==> src/rtl/alu_share_arbiter_if.sv <==
// Bundle of the requester, ALU-drive and response signals of the shared-ALU arbiter.
// master: the surrounding environment (requesters, ALU, response consumer).
// slave : the arbiter itself.
interface alu_share_arbiter_if #(
    parameter int WIDTH  = 16,
    parameter int CTRL_W = 3
);
    logic              req_valid0;
    logic              req_valid1;
    logic              req_ready0;
    logic              req_ready1;
    logic [WIDTH-1:0]  req_a0;
    logic [WIDTH-1:0]  req_b0;
    logic [WIDTH-1:0]  req_a1;
    logic [WIDTH-1:0]  req_b1;
    logic [CTRL_W-1:0] req_op0;
    logic [CTRL_W-1:0] req_op1;
    logic [WIDTH-1:0]  alu_a;
    logic [WIDTH-1:0]  alu_b;
    logic [CTRL_W-1:0] alu_ctrl;
    logic [WIDTH-1:0]  alu_result;
    logic              alu_zero;
    logic              rsp_valid;
    logic              rsp_ready;
    logic              rsp_id;
    logic [WIDTH-1:0]  rsp_result;
    logic              rsp_zero;
    logic              busy;

    modport master (
        output req_valid0, req_valid1, req_a0, req_b0, req_a1, req_b1, req_op0, req_op1,
        input  req_ready0, req_ready1,
        input  alu_a, alu_b, alu_ctrl,
        output alu_result, alu_zero,
        input  rsp_valid, rsp_id, rsp_result, rsp_zero, busy,
        output rsp_ready
    );

    modport slave (
        input  req_valid0, req_valid1, req_a0, req_b0, req_a1, req_b1, req_op0, req_op1,
        output req_ready0, req_ready1,
        output alu_a, alu_b, alu_ctrl,
        input  alu_result, alu_zero,
        output rsp_valid, rsp_id, rsp_result, rsp_zero, busy,
        input  rsp_ready
    );
endinterface

==> src/rtl/alu_share_arbiter.sv <==
// Round-robin arbiter sharing one combinational ALU between the execute stage (port 0)
// and the address/branch-compare unit (port 1). One operation in flight at a time:
// accept -> drive ALU for one cycle -> hold tagged response until the consumer takes it.
module alu_share_arbiter #(
    parameter int WIDTH  = 16,
    parameter int CTRL_W = 3
) (
    input  logic                clk,
    input  logic                rst_n,
    alu_share_arbiter_if.slave  bus
);
    typedef enum logic [1:0] {
        S_IDLE = 2'd0,
        S_EXEC = 2'd1,
        S_RESP = 2'd2
    } state_t;

    state_t            r_state;
    state_t            w_next;
    logic              r_prio;
    logic [WIDTH-1:0]  r_alu_a;
    logic [WIDTH-1:0]  r_alu_b;
    logic [CTRL_W-1:0] r_alu_ctrl;
    logic              r_rsp_id;
    logic [WIDTH-1:0]  r_rsp_result;
    logic              r_rsp_zero;

    logic              w_grant0;
    logic              w_grant1;
    logic              w_ready0;
    logic              w_ready1;
    logic              w_accept;

    // State register; reset abandons any in-flight operation.
    always_ff @(posedge clk) begin
        if (!rst_n) begin
            r_state <= S_IDLE;
        end else begin
            r_state <= w_next;
        end
    end

    // Next-state: accept in IDLE, one ALU cycle in EXEC, wait for consumer in RESP.
    always_comb begin
        w_next = r_state;
        case (r_state)
            S_IDLE:  if (w_accept) w_next = S_EXEC;
            S_EXEC:  w_next = S_RESP;
            S_RESP:  if (bus.rsp_ready) w_next = S_IDLE;
            default: w_next = S_IDLE;
        endcase
    end

    // Grant/ready: a lone requester always wins, contention resolved by r_prio.
    // Depends only on valids, state and prio (never on rsp_ready).
    always_comb begin
        w_grant0 = bus.req_valid0 & (~bus.req_valid1 | ~r_prio);
        w_grant1 = bus.req_valid1 & (~bus.req_valid0 |  r_prio);
        w_ready0 = (r_state == S_IDLE) & rst_n & w_grant0;
        w_ready1 = (r_state == S_IDLE) & rst_n & w_grant1;
        w_accept = w_ready0 | w_ready1;
    end

    // Operand capture at accept, result capture at end of EXEC; prio flips to the loser.
    always_ff @(posedge clk) begin
        if (!rst_n) begin
            r_prio       <= 1'b0;
            r_alu_a      <= '0;
            r_alu_b      <= '0;
            r_alu_ctrl   <= '0;
            r_rsp_id     <= 1'b0;
            r_rsp_result <= '0;
            r_rsp_zero   <= 1'b0;
        end else begin
            if (w_accept) begin
                r_alu_a    <= w_ready1 ? bus.req_a1  : bus.req_a0;
                r_alu_b    <= w_ready1 ? bus.req_b1  : bus.req_b0;
                r_alu_ctrl <= w_ready1 ? bus.req_op1 : bus.req_op0;
                r_rsp_id   <= w_ready1;
                r_prio     <= w_ready0;
            end
            if (r_state == S_EXEC) begin
                r_rsp_result <= bus.alu_result;
                r_rsp_zero   <= bus.alu_zero;
            end
        end
    end

    assign bus.req_ready0 = w_ready0;
    assign bus.req_ready1 = w_ready1;
    assign bus.alu_a      = r_alu_a;
    assign bus.alu_b      = r_alu_b;
    assign bus.alu_ctrl   = r_alu_ctrl;
    assign bus.rsp_valid  = (r_state == S_RESP);
    assign bus.rsp_id     = r_rsp_id;
    assign bus.rsp_result = r_rsp_result;
    assign bus.rsp_zero   = r_rsp_zero;
    assign bus.busy       = (r_state != S_IDLE);
endmodule

==> src/flat_wrapper.sv <==
// flat-port wrapper written by rule: the top's interface ports become plain ports
module alu_share_arbiter_flat 
#(
    parameter int WIDTH  = 16,
    parameter int CTRL_W = 3
)
  (clk, rst_n, bus_req_valid0, bus_req_valid1, bus_req_a0, bus_req_b0, bus_req_a1, bus_req_b1, bus_req_op0, bus_req_op1, bus_req_ready0, bus_req_ready1, bus_alu_a, bus_alu_b, bus_alu_ctrl, bus_alu_result, bus_alu_zero, bus_rsp_valid, bus_rsp_id, bus_rsp_result, bus_rsp_zero, bus_busy, bus_rsp_ready);
  alu_share_arbiter_if #(.WIDTH(WIDTH), .CTRL_W(CTRL_W)) bus_i ();
  input  logic clk;
  input  logic rst_n;
  input wire logic [$bits(bus_i.req_valid0)-1:0] bus_req_valid0;
  input wire logic [$bits(bus_i.req_valid1)-1:0] bus_req_valid1;
  input wire logic [$bits(bus_i.req_a0)-1:0] bus_req_a0;
  input wire logic [$bits(bus_i.req_b0)-1:0] bus_req_b0;
  input wire logic [$bits(bus_i.req_a1)-1:0] bus_req_a1;
  input wire logic [$bits(bus_i.req_b1)-1:0] bus_req_b1;
  input wire logic [$bits(bus_i.req_op0)-1:0] bus_req_op0;
  input wire logic [$bits(bus_i.req_op1)-1:0] bus_req_op1;
  output wire logic [$bits(bus_i.req_ready0)-1:0] bus_req_ready0;
  output wire logic [$bits(bus_i.req_ready1)-1:0] bus_req_ready1;
  output wire logic [$bits(bus_i.alu_a)-1:0] bus_alu_a;
  output wire logic [$bits(bus_i.alu_b)-1:0] bus_alu_b;
  output wire logic [$bits(bus_i.alu_ctrl)-1:0] bus_alu_ctrl;
  input wire logic [$bits(bus_i.alu_result)-1:0] bus_alu_result;
  input wire logic [$bits(bus_i.alu_zero)-1:0] bus_alu_zero;
  output wire logic [$bits(bus_i.rsp_valid)-1:0] bus_rsp_valid;
  output wire logic [$bits(bus_i.rsp_id)-1:0] bus_rsp_id;
  output wire logic [$bits(bus_i.rsp_result)-1:0] bus_rsp_result;
  output wire logic [$bits(bus_i.rsp_zero)-1:0] bus_rsp_zero;
  output wire logic [$bits(bus_i.busy)-1:0] bus_busy;
  input wire logic [$bits(bus_i.rsp_ready)-1:0] bus_rsp_ready;
  assign bus_i.req_valid0 = bus_req_valid0;
  assign bus_i.req_valid1 = bus_req_valid1;
  assign bus_i.req_a0 = bus_req_a0;
  assign bus_i.req_b0 = bus_req_b0;
  assign bus_i.req_a1 = bus_req_a1;
  assign bus_i.req_b1 = bus_req_b1;
  assign bus_i.req_op0 = bus_req_op0;
  assign bus_i.req_op1 = bus_req_op1;
  assign bus_req_ready0 = bus_i.req_ready0;
  assign bus_req_ready1 = bus_i.req_ready1;
  assign bus_alu_a = bus_i.alu_a;
  assign bus_alu_b = bus_i.alu_b;
  assign bus_alu_ctrl = bus_i.alu_ctrl;
  assign bus_i.alu_result = bus_alu_result;
  assign bus_i.alu_zero = bus_alu_zero;
  assign bus_rsp_valid = bus_i.rsp_valid;
  assign bus_rsp_id = bus_i.rsp_id;
  assign bus_rsp_result = bus_i.rsp_result;
  assign bus_rsp_zero = bus_i.rsp_zero;
  assign bus_busy = bus_i.busy;
  assign bus_i.rsp_ready = bus_rsp_ready;
  alu_share_arbiter #(.WIDTH(WIDTH), .CTRL_W(CTRL_W)) u_core (.clk(clk), .rst_n(rst_n), .bus(bus_i));
endmodule
==> config.mk <==
export PLATFORM = sky130hd
export DESIGN_NAME = alu_share_arbiter_flat
export DESIGN_NICKNAME = d
export VERILOG_FILES = /design/src/rtl/alu_share_arbiter_if.sv /design/src/rtl/alu_share_arbiter.sv /design/src/flat_wrapper.sv
export SDC_FILE = /design/constraint.sdc
export NUM_CORES = 1
export LEC_CHECK = 0
export CAP_MARGIN = 0
export CORE_UTILIZATION = 50
export DETAILED_ROUTE_END_ITERATION = 6
export DONT_BUFFER_PORTS = 1
export GPL_ROUTABILITY_DRIVEN = 1
export PLACE_DENSITY = 0.76
export SKIP_CTS_REPAIR_TIMING = 1
export SYNTH_ARGS = -nofsm -noshare
export SYNTH_HDL_FRONTEND = slang
export SYNTH_SLANG_ARGS = --single-unit
==> constraint.sdc <==
create_clock -name clk -period 2.05 [get_ports clk]
set_clock_uncertainty 0.15 [all_clocks]
set_input_delay 0.41 -clock clk [delete_from_list [all_inputs] [get_ports clk]]
set_output_delay 0.41 -clock clk [all_outputs]
set_load 0.01 [all_outputs]
# Word-level counts from Yosys, hierarchy flattened
# Index checks and enable logic that the tools add are counted.
# word_totals
regBits	56
elab_cells	32
# op_classes
mux	6
n_eq_ne	4
bitwise	11
n_reduce_logical	3
# ops
op	count
$mux W16	2
$pmux W2 S3	1
$and A1 B1 Y1	5
$mux W2	2
$ne A2 B1 Y1 const B	2
$mux W3	1
$not A1 Y1	3
$or A1 B1 Y1	3
$eq A2 B1 Y1 const B	1
$eq A2 B2 Y1 const B	1
$logic_not A2 Y1	1
$reduce_and A2 Y1	1
$reduce_bool A2 Y1	1

# Logic depth before layout (Yosys ltp)
# logic_depth
depth_word	7
mapped_depth	5
ltp_nobuf	3

# Least setup slack after synthesis
# Ideal clock, no wire load.
# synth_timing
path_type	input port to output port
startpoint	input port rst_n
endpoint	output port bus_req_ready1
t_arrival_ns	1.108
setup_slack_ns	0.382
path_stages	4
t_required_ns	1.490
cell_sequence	nor3b_2 -> buf_4 -> buf_4 -> and3_1
# synth_via
elab_chain_len	2
# synth_rtl
item	line_no	text
start: declaration	flat_wrapper.sv:10	input logic rst_n;
$and A1 B1 Y1 (2 in series)	alu_share_arbiter.sv:60	w_ready1 = (r_state == S_IDLE) & rst_n & w_grant1;
end: declaration	flat_wrapper.sv:20	output wire logic [$bits(bus_i.req_ready1)-1:0] bus_req_ready1;
# Every way passes these cells.

# Worst setup path after layout
# layout_timing
startpoint	register u_core.r_state[0]
endpoint	output port bus_req_ready0
# layout_via
elab_chain_len	3
# layout_rtl
item	line_no	text
start: declaration	alu_share_arbiter.sv:18	state_t r_state;
start signal: assignment	alu_share_arbiter.sv:39	r_state <= w_next;
$logic_not A2 Y1	alu_share_arbiter.sv:59	w_ready0 = (r_state == S_IDLE) & rst_n & w_grant0;
$and A1 B1 Y1 (2 in series)	alu_share_arbiter.sv:59	
end: declaration	flat_wrapper.sv:19	output wire logic [$bits(bus_i.req_ready0)-1:0] bus_req_ready0;
# Every way passes these cells.

==> results.yml <==
synth:
  synth.cell_area_um2: 3017
  synthTopCellsByCount: "71 x sky130_fd_sc_hd__nand2_1, 56 x sky130_fd_sc_hd__dfxtp_1, 37 x sky130_fd_sc_hd__inv_1"
  postSynth.topFlopCell: "sky130_fd_sc_hd__dfxtp_1"
  synthesis.instances: 381
  synth.top_cell.area_share: 0.3716
  netlist-cell-type-count: 25
  synth_area_leader_cell: "sky130_fd_sc_hd__dfxtp_1"
  synth.yosys.warnings: 0
  synthArstFlopShare: 0
  synth.area.top_cells: "sky130_fd_sc_hd__dfxtp_1 37%, sky130_fd_sc_hd__o311a_1 12%, sky130_fd_sc_hd__nand2_1 8.8%, sky130_fd_sc_hd__o21bai_1 8.7%, sky130_fd_sc_hd__a31oi_1 7.3%"
  mappedNetlistNets: 473
  syn-mean-instance-area_um2: 7.918
  number_of_enable_type_register_cells_in_the_synthesized_netlist: 0
  yosys.cell_count.top_type: "sky130_fd_sc_hd__nand2_1"
  number_of_flip_flops_and_latches_in_the_synthesized_netlist: 56
  seq_area_frac_synth: 0.3716
global_routing:
  grt_start_max_net_pins: 75
  grt_pass1_vias: 2588
  grt_antenna_before_repair: 0
  global_route.overflow_total: 0
  wire_length_of_the_first_global_routing_pass_um: 11850
  groute.usage.overall: 0.2358
sta:
  final-max-slew-violation-count: 0
  worstMarginPinSlew_ns: 0.6302
  timing.max_slew.rel_slack: 0.5798
  layout_worst_path_cycle_share: 0.9623
  rsz0062_at_grt: "no"
  hold_viol_final: 0
  maximum_achievable_frequency_ghz: 0.5069
  setup_viol: 0
  finalCriticalPeriod_ns: 1.973
  final_setup_margin_ns: 0.07726
die:
  die_w_um: 79.68
  top_level_ports: 149
  row_count: 27
  core_um2: 5675
  die_height_um: 79.68
  die_area_um2: 6348
  start_util: 0.5315
setup_path:
  worstPathMaxFanout: 6
  worst-setup-path-type: "flip-flop to output pin"
  critical_path_data_required_time_ns: 1.49
  critPathMaxStageDelay_ns: 0.38
  timing.critical_path.cells: "nor3b_4 -> buf_4 -> nand3_1 -> inv_1"
  worstSetupEndpointType: "output pin"
  critPathArrivalTime_ns: 1.41
  crit_path_top_delay_cell: "sky130_fd_sc_hd__dfxtp_1"
  cp-start-kind: "flip-flop"
detailed_routing:
  routed_wirelength_um: 7544
  ant_nets: 0
  route.detailed.wl_per_inst_um: 17.46
  remaining_drcs: 0
  via_per_inst: 6.231
  num_vias: 2692
  dr.first_iter.drc_count: 99
  drtPass1Iterations: 4
cells_and_area:
  layoutNonFillerInstCount: 432
  filler_cell_count: 551
  multi_input_comb_area_um2: 1524
  nets: 451
  syn_to_final_growth_pct: 2.240
  number_of_antenna_repair_diodes: 0
  final-seq-area_um2: 1121
  final_layout_size_suffix_gt1_frac: 0.08611
clocking:
  tritoncts: "built"
  clock_buffers_created_by_tritoncts: 5
  htreeDepth: 2
  maximum_clock_insertion_buffer_count: 2
  cts.root.buffer_cell: "sky130_fd_sc_hd__clkbuf_8"
  cts.sink_count: 56
  clock_latency_ns: 0.31
  cts.reportedPaths.clkPinSlew_ns: 0.11
placed_design:
  dpl.cell_count: 422
  port_buffers: 0
  place_congestion: 0.7501
  detailedPlace.worstSlack_ns: 0.2871
  dp_hpwl_um: 4978
power:
  static-leakage-power_nw: 1.283
  p_per_area_nw_per_um2: 781.9
  max-vdd-ir-drop_v: 0.0003689
run_status:
  run_status: "finished, final reports clean"
run:
  max_cap_viol_count: 0
min_path:
  hp-class: "primary input to flip-flop"
layout make-up:
| class | count | area share |
|---|---|---|
| clock buffer | 5 | 0.02231 |
| clock inverter | 3 | 0.008114 |
| inverter | 37 | 0.04503 |
| multi-input combinational | 244 | 0.4941 |
| sequential | 56 | 0.3635 |
| tap | 72 | 0.02921 |
| timing repair buffer | 15 | 0.03773 |
power by group:
| group | switching [mW] | internal, mW |
|---|---|---|
| registers | 0.110 | 1.19 |
| clock network | 0.381 | 0.250 |
| logic | 0.273 | 0.211 |
| total | 0.764 | 1.65 |
registers in the layout, indices dropped and copies added, names as in the netlist:
signal                 cells
u_core.bus.rsp_result     16
u_core.bus.alu_b          16
u_core.r_state             2
u_core.bus.alu_ctrl        3
u_core.bus.alu_a          16
u_core.r_prio              1
u_core.bus.rsp_zero        1
u_core.bus.rsp_id          1
layout by cell type, fill, tap and decap left out, types with 5 or more instances in the layout:
cell type and count:
sky130_fd_sc_hd__o311a_1 35, sky130_fd_sc_hd__a21boi_0 17, sky130_fd_sc_hd__a31oi_1 35, sky130_fd_sc_hd__nor3_1 35, sky130_fd_sc_hd__nand2_1 71, sky130_fd_sc_hd__dfxtp_1 56
sky130_fd_sc_hd__o21bai_1 35, sky130_fd_sc_hd__clkbuf_8 5, sky130_fd_sc_hd__inv_1 37, sky130_fd_sc_hd__buf_4 14
worst max-delay path, delay by kind of cell (launching register included):
kind                   cells  cell delay (ns)
and+or+nand+nor            2             0.43
DFF                        1             0.38
buffers and inverters      2             0.29
logic make-up after synthesis:
kind of cell | count (synthesis) | share of synthesized area
DFF | 56 | 0.3716
buffers and inverters | 81 | 0.1277
AOI/OAI and AO/OA | 126 | 0.3268
and+or+nand+nor | 118 | 0.1738
routing by layer:
layer,global-route usage,vias up,wire [µm]
met5,0,-,0
met4,0.06182,0,65
met3,0.06971,6,556
met2,0.4444,105,3806
met1,0.2519,1286,3115
li1,-,1295,-
metrics by stage:
stage          instance area [µm²]   TNS, ns  hold slack, ns    util  total power [mW]
6_report                      3084         0         0.07177  0.5434             2.411
4_1_cts                       3064  -0.05498         0.05736  0.5399             2.434
3_3_place_gp                  2970         0          0.3449  0.5234             1.783
3_5_place_dp                  2970         0          0.3537  0.5234             1.800
5_1_grt                       3084         0         0.04924  0.5434             2.542
2_1_floorplan                 3017         0          0.3076       -             1.745
final timing paths:
path / end / depth (start not counted) / start / slack [ns]
worst max-delay path: bus_req_ready0 / 4 / u_core.r_state[0] / 0.08
worst min-delay path: u_core.r_state[1] / 1 / rst_n / 0.07
worst max register to register: u_core.bus.alu_a[6] / 4 / u_core.r_state[1] / 0.27
worst min register to register: u_core.bus.rsp_result[4] / 2 / u_core.bus.rsp_result[4] / 0.36
Note: power is estimated with default switching activity, not from simulation.
